[src/rtl/turn_sequencer.sv]
// -----------------------------------------------------------------------------
// turn_sequencer
// Sequences one checkers turn: select a piece, wait for its legal destinations,
// pick a destination, commit the move to the board writer, continue multi-jumps
// and finally hand the turn to the other player.
//
// Ports:
//   clk, rst              clock, synchronous active-high reset
//   sel_pulse, cursor_loc debounced select press and cursor square (row=[5:3])
//   own_mask              squares holding the current player's pieces
//   gen_req, gen_chain    one-cycle move-generator request (chain = jumps only)
//   gen_done, legal_mask  generator result strobe and destination mask
//   sel_loc, sel_valid    selected source square
//   dest_mask             latched legal destinations (display highlight)
//   mv_req/src/dst/jump/cap, mv_ack   move commit handshake to board writer
//   chain                 multi-jump continuation in progress
//   turn                  current player (1 = P1, 0 = P2)
// -----------------------------------------------------------------------------
module turn_sequencer #(
   parameter bit FIRST_PLAYER = 1'b1,
   parameter int GEN_TIMEOUT  = 16
) (
   input  logic        clk,
   input  logic        rst,
   input  logic        sel_pulse,
   input  logic [5:0]  cursor_loc,
   input  logic [63:0] own_mask,
   output logic        gen_req,
   output logic        gen_chain,
   input  logic        gen_done,
   input  logic [63:0] legal_mask,
   output logic [5:0]  sel_loc,
   output logic        sel_valid,
   output logic [63:0] dest_mask,
   output logic        mv_req,
   output logic [5:0]  mv_src,
   output logic [5:0]  mv_dst,
   output logic        mv_jump,
   output logic [5:0]  mv_cap,
   input  logic        mv_ack,
   output logic        chain,
   output logic        turn
);

   localparam int CW = (GEN_TIMEOUT > 1) ? $clog2(GEN_TIMEOUT) : 1;
   localparam logic [CW-1:0] CNT_LAST = CW'(GEN_TIMEOUT - 1);

   typedef enum logic [2:0] {
      S_IDLE, S_GEN_WAIT, S_PICKED, S_COMMIT, S_TURN_END
   } state_t;

   state_t        r_state;
   logic [CW-1:0] r_cnt;
   logic          r_gen_req, r_gen_chain, r_sel_valid, r_mv_req, r_mv_jump;
   logic          r_chain, r_turn;
   logic [5:0]    r_sel_loc, r_mv_src, r_mv_dst, r_mv_cap;
   logic [63:0]   r_dest_mask;

   logic          w_cur_own, w_cur_dest, w_jump, w_gen_end, w_gen_empty;
   logic [2:0]    w_src_row, w_dst_row, w_row_dist;
   logic [6:0]    w_sum;
   logic [5:0]    w_cap;

   assign w_cur_own  = own_mask[cursor_loc];
   assign w_cur_dest = r_dest_mask[cursor_loc];

   // Candidate move is sel_loc -> cursor_loc; a two-row step is a capture.
   assign w_src_row  = r_sel_loc[5:3];
   assign w_dst_row  = cursor_loc[5:3];
   assign w_row_dist = (w_dst_row >= w_src_row) ? (w_dst_row - w_src_row)
                                                : (w_src_row - w_dst_row);
   assign w_jump     = (w_row_dist == 3'd2);
   assign w_sum      = {1'b0, r_sel_loc} + {1'b0, cursor_loc};
   assign w_cap      = w_jump ? w_sum[6:1] : 6'd0;

   // Generator wait ends on done or timeout; a timeout looks like an empty mask.
   assign w_gen_end   = gen_done || (r_cnt == CNT_LAST);
   assign w_gen_empty = gen_done ? (legal_mask == 64'd0) : 1'b1;

   always_ff @(posedge clk) begin
      if (rst) begin
         r_state     <= S_IDLE;
         r_cnt       <= '0;
         r_gen_req   <= 1'b0;
         r_gen_chain <= 1'b0;
         r_sel_loc   <= 6'd0;
         r_sel_valid <= 1'b0;
         r_dest_mask <= 64'd0;
         r_mv_req    <= 1'b0;
         r_mv_src    <= 6'd0;
         r_mv_dst    <= 6'd0;
         r_mv_jump   <= 1'b0;
         r_mv_cap    <= 6'd0;
         r_chain     <= 1'b0;
         r_turn      <= FIRST_PLAYER;
      end else begin
         // gen_req/gen_chain are single-cycle pulses
         r_gen_req   <= 1'b0;
         r_gen_chain <= 1'b0;
         case (r_state)
            S_IDLE: begin
               if (sel_pulse && w_cur_own) begin
                  r_sel_loc   <= cursor_loc;
                  r_sel_valid <= 1'b1;
                  r_gen_req   <= 1'b1;
                  r_cnt       <= '0;
                  r_state     <= S_GEN_WAIT;
               end
            end
            S_GEN_WAIT: begin
               if (w_gen_end) begin
                  r_dest_mask <= gen_done ? legal_mask : 64'd0;
                  if (!w_gen_empty)
                     r_state <= S_PICKED;
                  else if (r_chain)
                     r_state <= S_TURN_END;
                  else begin
                     r_sel_valid <= 1'b0;
                     r_state     <= S_IDLE;
                  end
               end else begin
                  r_cnt <= r_cnt + 1'b1;
               end
            end
            S_PICKED: begin
               if (sel_pulse) begin
                  if (w_cur_dest) begin
                     r_mv_src  <= r_sel_loc;
                     r_mv_dst  <= cursor_loc;
                     r_mv_jump <= w_jump;
                     r_mv_cap  <= w_cap;
                     r_mv_req  <= 1'b1;
                     r_state   <= S_COMMIT;
                  end else if ((cursor_loc == r_sel_loc) && !r_chain) begin
                     r_sel_valid <= 1'b0;
                     r_dest_mask <= 64'd0;
                     r_state     <= S_IDLE;
                  end else if (w_cur_own && !r_chain) begin
                     r_sel_loc <= cursor_loc;
                     r_gen_req <= 1'b1;
                     r_cnt     <= '0;
                     r_state   <= S_GEN_WAIT;
                  end
                  // anything else (incl. leaving the jumping piece) is ignored
               end
            end
            S_COMMIT: begin
               if (mv_ack) begin
                  r_mv_req <= 1'b0;
                  if (r_mv_jump) begin
                     // continue the chain from the landing square, jumps only
                     r_sel_loc   <= r_mv_dst;
                     r_chain     <= 1'b1;
                     r_gen_req   <= 1'b1;
                     r_gen_chain <= 1'b1;
                     r_cnt       <= '0;
                     r_state     <= S_GEN_WAIT;
                  end else begin
                     r_state <= S_TURN_END;
                  end
               end
            end
            S_TURN_END: begin
               r_turn      <= ~r_turn;
               r_sel_valid <= 1'b0;
               r_chain     <= 1'b0;
               r_dest_mask <= 64'd0;
               r_state     <= S_IDLE;
            end
            default: r_state <= S_IDLE;
         endcase
      end
   end

   assign gen_req   = r_gen_req;
   assign gen_chain = r_gen_chain;
   assign sel_loc   = r_sel_loc;
   assign sel_valid = r_sel_valid;
   assign dest_mask = r_dest_mask;
   assign mv_req    = r_mv_req;
   assign mv_src    = r_mv_src;
   assign mv_dst    = r_mv_dst;
   assign mv_jump   = r_mv_jump;
   assign mv_cap    = r_mv_cap;
   assign chain     = r_chain;
   assign turn      = r_turn;

endmodule

[config.mk]
export PLATFORM = sky130hd
export DESIGN_NAME = turn_sequencer
export DESIGN_NICKNAME = d
export VERILOG_FILES = /design/src/rtl/turn_sequencer.sv
export SDC_FILE = /design/constraint.sdc
export NUM_CORES = 1
export LEC_CHECK = 0
export BUFFER_PORTS_ARGS = -buffer_cell sky130_fd_sc_hd__clkbuf_2
export CELL_PAD_IN_SITES_DETAIL_PLACEMENT = 1
export CELL_PAD_IN_SITES_GLOBAL_PLACEMENT = 1
export CORE_ASPECT_RATIO = 1.75
export CORE_UTILIZATION = 38
export DETAILED_ROUTE_END_ITERATION = 16
export HOLD_SLACK_MARGIN = 0.08
export PLACE_DENSITY = 0.94
export SLEW_MARGIN = 20
export SYNTH_ARGS = -nofsm -noshare
export SYNTH_HDL_FRONTEND = slang
export SYNTH_SLANG_ARGS = --single-unit
[constraint.sdc]
create_clock -name clk -period 8 [get_ports clk]
set_clock_uncertainty 0.05 [all_clocks]
set_input_delay 1.6 -clock clk [delete_from_list [all_inputs] [get_ports clk]]
set_output_delay 1.6 -clock clk [all_outputs]
set_load 0.005 [all_outputs]
Word-level counts from Yosys, hierarchy flattened --
Cells that the tools add are included.
Storage, ports and cells: bits in registers 102, output and inout port bits 95, logic and storage cells 129
Cells by class: add/sub/neg operators 4, $lt $le $gt $ge 2, equality and inequality tests 21, multiplexer cells 64, bitwise logic cells 2, reduce and logical (&&, ||, !) cells 22
Operator list (number):
- $mux 64 | 5
- $pmux 64 s3 | 1
- $logic_not 64->1 | 1
- $mux 6 | 8
- $mux 3 | 11
- $mux 4 | 8
- $ne 2x2->1 const B | 13
- $mux 1 | 22
- $pmux 6 s3 | 1
- $pmux 4 s4 | 1
- $reduce_and 8->1 | 2
- $bmux 1 s6 | 2
- $pmux 3 s4 | 1
- $reduce_and 5->1 | 2
- $eq 3x2->1 const B | 3
- $reduce_and 9->1 | 1
- $reduce_bool 4->1 | 2
- $add 6x6->7 | 1
- $lt 6x7->1 const B | 1
- $eq 6x6->1 | 1
- $reduce_and 3->1 | 2
- $reduce_bool 3->1 | 2
- $sub 3x3->3 | 2
- $add 4x1->4 const B | 1
- 16 further kinds | 21

Longest topological paths before layout --
depth after elaboration 8, mapped depth 13, gate-level depth less buffers 10

Worst setup path before layout --
No wires, ideal clock.
path kind input to register, from input cursor_loc[4], to register r_dest_mask[4], in the netlist dest_mask[4], library setup time 0.070 ns, arrival time 3.872 ns, required time 7.880 ns, path slack 4.008 ns, stages 10, path through clkbuf_1 > inv_2 > ha_1 > nand4b_1 > nor4_1 > nand3_2 > o41ai_4 > buf_6 > nand3_1 > a21oi_1
Between the ends: word-level cells in the longest chain between the ends 4
RTL lines:
- from (decl) | RTL line 26 | input logic [5:0] cursor_loc,
- $bmux 1 s6 or $eq 6x6->1 (tied branches) | RTL line 65, 134
- $mux 1 (implied by the code) or $logic_and 1x1->1 (tied branches) | RTL line 65, 134
- $ne 2x2->1 (no source line)
- $reduce_and 5->1 (no source line) *
- to (signal assigned) | RTL line 112 | r_dest_mask <= gen_done ? legal_mask : 64'd0;
- to (decl) | RTL line 57 | logic [63:0] r_dest_mask;
Mark *: on every way between the ends. The rest lies on a longest branch, timed or not. The select of a mux whose other input is x is not followed. A chain may end at the register's enable or synchronous reset.

Worst setup path in the final report --
from input cursor_loc[2], to register r_cnt[0]
Between the ends: word-level cells in the longest chain between the ends 5
RTL lines:
- $bmux 1 s6 | RTL line 64 | assign w_cur_own = own_mask[cursor_loc];
- $mux 1 (implied by the code) | RTL line 64
- $logic_and 1x1->1, on equally long branches | RTL line 138, 102
- $ne 2x2->1 (no source line)
- $reduce_and 9->1 (no source line) *
- to (signal assigned) | RTL line 122 | r_cnt <= r_cnt + 1'b1;
- to (decl) | RTL line 53 | logic [CW-1:0] r_cnt;
Marked as above.

==> impl_metrics.ini <==
[sta]
max_freq_mhz = 203
tightest_slew_ns = 0.958
finalSetupTns_ns = 0
setup_viol = 0
maxSlewViolCount = 0
final-hold-violation-count = 0
timing.final.crit_share_pct = 61.5
fin_ws_ns = 3.08
relSlewSlack_pct = 36.1
rsz0062_at_grt = false
post-route-min-period_ns = 4.92

[cells_and_area]
finalNonFillerCells = 1013
syn2layout_area_growth_pct = 25.7
fin_area_um2 = 7160
n_antenna_cell = 0
drive_gt1_share_pct = 36.0
fin_nets = 982

[worst_hold_path]
hold_end = dest_mask[52]$_SDFFE_PP0P_
whs_path_depth = 2
hp-class = reg -> reg
hp-start = dest_mask[52]$_SDFFE_PP0P_

[clocking]
numCtsBuffers = 9
clockBufferDepth = 2
cts_sinks = 102
ctsHoldBuffers = 0
insertion_delay_ns = 0.36
htreeDepth = 3
post_cts_buffers = 0
cts_resized = 0
cts_tree = built
cts.clk_slew.worst_paths_ns = 0.07
cts_root_buf = clkbuf_16

[power_and_ir_drop]
p_leak_nw = 3.00
p_total_mw = 1.53
ir_drop_mv = 0.108
powerDensity_nw_per_um2 = 214

[die]
die_h_um = 164
die_x_um = 94.6
initial_core_util_pct = 39.3
ios = 234
die-area_um2 = 15500
core_area_um2 = 14500
core.rowCount = 58

[grt]
grt_pass1_vias = 5911
overflow = 0
grt_max_degree = 109
grt.total_usage_pct = 27.6
grt_pass1_wl_um = 32500
grt_antenna_before_repair = 0

[place]
placed_area_um2 = 6850
place_ws_ns = 2.80
post-dp-hpwl_um = 16300
placed_cells = 996
place.gp.congestion = 0.921
io_buffers = 233

[routing]
drtIter0Drc = 216
drtAntennaViolNets = 0
vias = 6023
vias_per_cell = 5.95
drcViolationCount = 0
dr.pass1.iters = 5
postRouteWirelength_um = 21700
avgRoutedWirePerCell_um = 21.4

[yosys]
ys_seq_area_share_pct = 35.8
netlist_instances = 632
synth_fp_nets = 786
syn_area_per_cell_um2 = 9.02
ys_types = 58
synth_edf_count = 0
ys_ff_latch = 102
synthesis.area_um2 = 5700
yosysWarnings = 0
synth_flop_cell = dfxtp_1
synth-async-reset-ratio_pct = 0

[setup_path]
r2r_setup_slack_ns = 4.75
worstReg2RegStart = dest_mask[46]$_SDFFE_PP0P_
end_kind = flip-flop
start_kind = input port
reg2reg_to = r_cnt[0]$_SDFFE_PP0P_
crit_type = in -> reg
worst_ep_arrival_time_ns = 5.11
crit_fanout = 32
worstRegToRegCells = 8
timing.critical_path.required_ns = 8.20

[flow_run]
maxCapViolCount = 0

[outcome]
status = finished, final reports clean
[flip-flops by register name, summed over array words and instances (netlist names), 3 cells and up]
register	cells
dest_mask	64
mv_cap	6
mv_dst	6
mv_src	6
sel_loc	6
r_cnt	4
r_state	3
[placed cells by master, fill, tap and decap left out, drive strengths merged, types with 13 or more instances in the layout]
cell / netlist / routed
nand2: 72 / 72
mux2i: 29 / 29
inv: 13 / 19
nand3: 74 / 74
nor2: 37 / 37
dfxtp: 102 / 102
nor4: 18 / 18
o21ai: 13 / 13
a21oi: 87 / 87
clkbuf: 25 / 241
mux4: 32 / 32
[worst max-delay path, stage by stage]
cell,delay [ns]
clkbuf_2,0.70
mux4_2,0.60
a21oi_1,0.15
nand4_1,0.12
a32oi_2,0.26
nand2b_1,0.42
and3_1,0.61
nand2_1,0.25
mux2_1,0.36
[kinds of logic (layout without fill, tap and decap cells)]
group,count (synthesis),in the layout,synth area share [%]
compound gates,139,139,14.7
xor+xnor,6,6,0.922
fa+ha+maj,15,15,3.69
buf+inv,66,267,5.99
flops,102,102,35.8
mux,64,64,18.3
simple gates,240,240,20.5
[how the worst max path moves through the flow]
stage | start | depth (start not counted) | to | slack [ns]
floorplan | cursor_loc[4] | 10 | dest_mask[4]$_SDFFE_PP0P_ | 4.01
global placement | cursor_loc[2] | 9 | r_cnt[0]$_SDFFE_PP0P_ | 2.89
detailed placement | cursor_loc[2] | 9 | mv_src[3]$_SDFFE_PP0P_ | 2.80
CTS | cursor_loc[2] | 9 | mv_src[3]$_SDFFE_PP0P_ | 3.20
global route | cursor_loc[2] | 9 | r_cnt[0]$_SDFFE_PP0P_ | 2.89
finish | cursor_loc[2] | 9 | r_cnt[0]$_SDFFE_PP0P_ | 3.08
[through the flow]
step / hold slack [ns] / utilization, %
after floorplan: 0.408 / -
after global placement: 0.402 / 47.2
after detailed placement: 0.409 / 47.2
after CTS: 0.418 / 49.2
after global routing: 0.434 / 49.4
final: 0.415 / 49.4
[synthesized netlist by cell type, drive strengths merged (4+ instances only)]
library cell | instances | area [um2]
dfxtp | 102 | 2040
a21oi | 87 | 435
nand3 | 74 | 375
nand2 | 72 | 270
nor2 | 37 | 139
mux4 | 32 | 721
mux2i | 29 | 290
buf | 28 | 199
clkbuf | 25 | 93.8
nor4 | 18 | 119
inv | 13 | 48.8
o21ai | 13 | 65.1
ha | 12 | 150
nor3 | 8 | 50.1
nand3b | 7 | 52.6
a311oi | 6 | 52.6
nand2b | 6 | 37.5
nand4 | 5 | 31.3
a31oi | 4 | 25.0
nor2b | 4 | 25.0
o22ai | 4 | 25.0
xor2 | 4 | 35.0
[where the power goes]
| group | internal (mW) | switching (mW) |
|---|---|---|
| Clock | 0.219 | 0.216 |
| Sequential | 0.551 | 0.0584 |
| Combinational | 0.198 | 0.291 |
[layer usage]
layer	global-route usage [%]	part of all wire (%)
met1	32.1	37
met3	5.19	6.5
met5	0	0
met2	49.5	54
met4	10.4	3.0
[area by class of cell]
class                           instances  area, um2
Clock buffer                            9        225
Clock inverter                          7       60.1
Fill cell                            1805       7350
Inverter                               13       48.8
Multi-Input combinational cell        464       3340
Sequential cell                       102       2040
Tap cell                              180        225
Timing Repair Buffer                  238       1220
Power figures use the tool's default switching activity.
